==> config.mk <==
export PLATFORM = sky130hd
export DESIGN_NAME = reg_file_32x32
export DESIGN_NICKNAME = d
export VERILOG_FILES = /design/src/rtl/cpu_pkg.sv /design/src/rtl/regfile_rd_port.sv /design/src/rtl/reg_file_32x32.sv
export SDC_FILE = /design/constraint.sdc
export NUM_CORES = 2
export LEC_CHECK = 0
export ABC_AREA = 1
export CAP_MARGIN = 20
export CELL_PAD_IN_SITES_DETAIL_PLACEMENT = 2
export CELL_PAD_IN_SITES_GLOBAL_PLACEMENT = 2
export CORE_MARGIN = 2
export CORE_UTILIZATION = 38
export CTS_CLUSTER_SIZE = 12
export DETAILED_ROUTE_END_ITERATION = 16
export PLACE_DENSITY_LB_ADDON = 0.1
export SLEW_MARGIN = 20
export SYNTH_ARGS = -nofsm -noshare
export SYNTH_HDL_FRONTEND = slang
export SYNTH_HIERARCHICAL = 1
export SYNTH_SLANG_ARGS = --single-unit
==> constraint.sdc <==
create_clock -name clk -period 2.8 [get_ports clk]
set_input_delay 0.56 -clock clk [delete_from_list [all_inputs] [get_ports clk]]
set_output_delay 0.56 -clock clk [all_outputs]
set_load 0.01 [all_outputs]
==> src/rtl/cpu_pkg.sv <==
// Shared CPU constants and types for the register file and its read ports.
package cpu_pkg;
   localparam int REG_W      = 32;
   localparam int REG_ADDR_W = 5;
   localparam int REG_DEPTH  = 2 ** REG_ADDR_W;
   localparam int WR_CNT_W   = 16;

   typedef logic [REG_ADDR_W-1:0] reg_addr_t;
   typedef logic [REG_W-1:0]      word_t;

   localparam reg_addr_t REG_ZERO = 5'd0;
endpackage

==> src/rtl/regfile_rd_port.sv <==
// One combinational register-file read port: 32:1 mux, address-0 force and,
// when REGFILE_WR_BYPASS_EN is defined, write-through forwarding from the write port.
module regfile_rd_port
   import cpu_pkg::*;
#(
   parameter int DATA_W = REG_W,
   parameter int ADDR_W = REG_ADDR_W
) (
   input  logic [DATA_W-1:0] rf [2**ADDR_W],
   input  logic [ADDR_W-1:0] rd_addr,
   input  logic              fwd_we,
   input  logic [ADDR_W-1:0] wt_addr,
   input  logic [DATA_W-1:0] wt_data,
   output logic [DATA_W-1:0] rd_data
);

`ifdef REGFILE_WR_BYPASS_EN
   logic hit;
   assign hit = fwd_we && (wt_addr != '0) && (wt_addr == rd_addr);
`else
   logic unused_fwd;
   assign unused_fwd = ^{fwd_we, wt_addr, wt_data};
`endif

   always_comb begin
      rd_data = rf[rd_addr];
`ifdef REGFILE_WR_BYPASS_EN
      if (hit) rd_data = wt_data;
`endif
      // Register 0 is hard-wired, whatever the mux or forwarding say.
      if (rd_addr == '0) rd_data = '0;
   end

endmodule

==> src/rtl/reg_file_32x32.sv <==
// MIPS 32x32 register file: one synchronous write port, three async read ports (a, b, dbg).
// Optional same-cycle write-through forwarding on all read ports: REGFILE_WR_BYPASS_EN.
module reg_file_32x32
   import cpu_pkg::*;
#(
   parameter int DATA_W = REG_W,
   parameter int ADDR_W = REG_ADDR_W
) (
   input  logic              clk,
   input  logic              rst_n,
   input  logic              we,
   input  logic [ADDR_W-1:0] wt_addr,
   input  logic [DATA_W-1:0] wt_data,
   input  logic [ADDR_W-1:0] rd_addr_a,
   input  logic [ADDR_W-1:0] rd_addr_b,
   output logic [DATA_W-1:0] rd_data_a,
   output logic [DATA_W-1:0] rd_data_b,
   input  logic [ADDR_W-1:0] dbg_addr,
   output logic [DATA_W-1:0] dbg_data,
   output logic [15:0]       wr_count
);

   localparam int DEPTH = 2 ** ADDR_W;

   logic [DATA_W-1:0] regs [1:DEPTH-1];
   logic [DATA_W-1:0] rf   [DEPTH];
   logic              wr_commit;
   logic              fwd_we;

   assign wr_commit = we && (wt_addr != ADDR_W'(REG_ZERO));
   // Forwarding is suppressed while reset is held so reads stay at zero.
   assign fwd_we    = we && rst_n;

   always_ff @(posedge clk or negedge rst_n) begin
      if (!rst_n) begin
         for (int i = 1; i < DEPTH; i++) regs[i] <= '0;
         wr_count <= '0;
      end else begin
         for (int i = 1; i < DEPTH; i++) begin
            if (wr_commit && (wt_addr == ADDR_W'(i))) regs[i] <= wt_data;
         end
         if (wr_commit) wr_count <= wr_count + 16'd1;
      end
   end

   always_comb begin
      rf[0] = '0;
      for (int i = 1; i < DEPTH; i++) rf[i] = regs[i];
   end

   regfile_rd_port #(.DATA_W(DATA_W), .ADDR_W(ADDR_W)) u_port_a (
      .rf      (rf),
      .rd_addr (rd_addr_a),
      .fwd_we  (fwd_we),
      .wt_addr (wt_addr),
      .wt_data (wt_data),
      .rd_data (rd_data_a)
   );

   regfile_rd_port #(.DATA_W(DATA_W), .ADDR_W(ADDR_W)) u_port_b (
      .rf      (rf),
      .rd_addr (rd_addr_b),
      .fwd_we  (fwd_we),
      .wt_addr (wt_addr),
      .wt_data (wt_data),
      .rd_data (rd_data_b)
   );

   regfile_rd_port #(.DATA_W(DATA_W), .ADDR_W(ADDR_W)) u_port_dbg (
      .rf      (rf),
      .rd_addr (dbg_addr),
      .fwd_we  (fwd_we),
      .wt_addr (wt_addr),
      .wt_data (wt_data),
      .rd_data (dbg_data)
   );

endmodule
==> out/metrics.cfg, run 1 <==
[status]
status=stopped before the end
lastStage=4_1_cts
tool.error=[ERROR DPL-0033] detailed placement checks failed during check placement.

[clocking]
cts_root_buf=clkbuf_16
postCtsSetupRepairBufs=407
cts_hold_buf=1
post_cts_resized=1418
h-tree-depth=4
cts_buffers=133
clkSinkCount=1008
clock_path_buffers=3

[floorplan]
initial_utilization=0.383
die_x_um=428
row_count=155
io-pin-count=167
die_h_um=428

[synthesis]
synth_area_um2=68400
avgSynthCellArea_um2=6.29
synth_warnings=6
synth_cells=10875

[placement]
io_buffers=166
dpl.cell_count=13343
hpwl_um=267000
gp_congestion=0.897

## through the flow
step | utilization | hold slack [ps] | setup WS, ps | area, µm²
3_5_place_dp | 0.437 | 487 | -803 | 78100
2_1_floorplan | - | 264 | 640 | 68800
3_3_place_gp | 0.437 | 489 | -737 | 78100
==> run 2: changes to the inputs <==
CELL_PAD_IN_SITES_DETAIL_PLACEMENT = not set   (was 2)
CELL_PAD_IN_SITES_GLOBAL_PLACEMENT = not set   (was 2)
CORE_UTILIZATION = 30   (was 38)
CTS_CLUSTER_SIZE = not set   (was 12)
PLACE_DENSITY_LB_ADDON = 0.15   (was 0.1)
==> out/metrics.cfg, run 2 <==
[status]
status=complete, but fails checks
violations=setup timing

[critical_path]
cp.arrival_ps=2290
cp-end-kind=output port
worst_setup_path_start_kind=input pin
crit_required_ps=2240
cp_max_fo=16
crit_type=in -> out

[drt]
drt_iter0_markers=10684
drc_errors=0
wirelength_um=373000
dr.max_layer_used=met5
drtPass1Iterations=9
wl_met1_um=153000
wl_met2_um=164000
vias=81295
detail-route-antenna-nets=0
via_per_inst=5.58
routedWlPerCell_um=25.6
wl_met3_um=37400

[synthesis]
synth_warnings=6  ; unchanged
synth_cells=10875  ; unchanged
avgSynthCellArea_um2=6.29  ; unchanged
synth_area_um2=68400  ; unchanged

[final_layout]
post_route_cells_drive_above_1_share=0.160
fin_nets=11506
top_register=regs
reg_top3=regs: 992 flops, wr_count: 16 flops
final_cell_area_um2=90200
finish.utilization=0.397
fillers=23716
largest_reg_flops=992
areaGrowthSynthToFinish_pct=31.9
mostFrequentLayoutCell=nand2_1
layout_common_cells=4698 x nand2_1, 1985 x nand3_1, 1036 x o21ai_0, 1000 x dfrtp_1, 644 x buf_4

[placement]
post_dp_cell_area_um2=79100  ; +1.3%
io_buffers=166  ; unchanged
gp_congestion=0.899  ; +0.19%
hpwl_um=219000  ; -18%

[floorplan]
io-pin-count=167  ; unchanged
initial_utilization=0.301  ; -0.0817
dieArea_um2=232000
core-area_um2=227000
row_count=175  ; +13%
die_h_um=481  ; +12%
die_x_um=481  ; +12%

[power]
netSwitchingFraction=0.355
p_seq_frac=0.380
internal-power_w=0.0350
p_leak_nw=42.2
pwr-share-clk=0.342
power.total_w=0.0542
p_switching_w=0.0193
ir_worst_vdd_uv=536
powerDensity_nw_per_um2=601
combinationalPowerShare=0.277

[timing]
setup_violations=6
finalMaxSlewViolations=0
hold_violations=0
finClkSkew_ps=13.2
min_period_ps=2850
rsz0062_at_grt=true
timing.fmax_mhz=351
worst_slew_pin_slew_ps=693
period_share=1.02
relSlewSlack=0.538
finalWorstSetupSlack_ps=-52.3

[clocking]
cts_tree=built
cts_root_buf=clkbuf_16
clkSinkCount=1008  ; unchanged
clock_latency_ps=810
path_clk_slew_ps=50
h-tree-depth=4  ; unchanged
cts_buffers=134  ; +0.75%
clock_path_buffers=3  ; unchanged

[global_route]
track_usage=0.306
antenna_found_initial=12
grt_pass1_wl_um=527000
grt_pass1_vias=74056
grt_max_degree=93
grt_overflow=0

[hold_path]
hold_path.class=in -> async

[job]
drv_cap=0

run 2: worst paths after layout:
path | start | endpoint | slack (ps) | cells past startpoint
worst min-delay path | rst_n | regs[789] | 300 | 2
worst max register to register | wr_count[2] | wr_count[13] | 1170 | 6
worst min register to register | regs[852] | regs[852] | 530 | 2
min in group clk | regs[852] | regs[852] | 530 | 2
worst max-delay path | dbg_addr[0] | dbg_data[8] | -50 | 14
max in group asynchronous | rst_n | regs[851] | 1450 | 4
run 2: metal layers:
layer	track usage	up-vias
met5	0	-
met4	0.135	6
li1	-	36439
met2	0.475	5049
met3	0.0556	1022
met1	0.414	38779
run 2: cell type report:
class                      count  area (µm²)  share of cell area
clock inverter                48         641             0.00710
timing repair buffer        1291       16400               0.182
antenna                        7        17.5            0.000194
sequential                  1008       25200               0.280
clock buffer                 191        3960              0.0439
tap                         3009        3760              0.0417
multi-input combinational   8937       39700               0.440
timing repair inverter         5        96.3             0.00107
inverter                      73         455             0.00505
run 2: per-stage QoR:
step,hold WS (ps),cells,TNS [ps],setup WS (ps)
after global routing,316,14565,-1550,-106
final,302,14569,-177,-52.3
after detailed placement,510,13998,-37650,-611
after floorplan,264,10970,0,640
after global placement,501,13998,-38450,-619
after CTS,278,14424,-549,-82.3
run 2: power by group through the flow:
stage	clock network (W)	logic (W)	registers, W
5_1_grt	0.0194	0.0166	0.0210
4_1_cts	0.0188	0.0140	0.0205
6_report	0.0186	0.0150	0.0206
2_1_floorplan	0	0.00824	0.0198
3_5_place_dp	0	0.0129	0.0208
3_3_place_gp	0	0.0127	0.0207
run 2: timing repair:
action,4_1_cts,5_1_grt
pin swaps,74,238
setup buffers,153,125
gates resized for setup,670,441
gates cloned,41,34
endpoints found under the setup margin,96,93
endpoints found under the hold margin,27,0
hold buffers,1,0
run 2: critical path, stage by stage:
cell	delay, ps
buf_16	140
buf_16	160
buf_4	130
buf_12	100
buf_16	140
nand2_1	60
nand3_1	80
nand3_1	80
nand2_1	90
nand2_1	70
nand3_1	100
nand2_1	110
nor2_4	260
buf_6	140
Power figures use the tool's default switching activity.
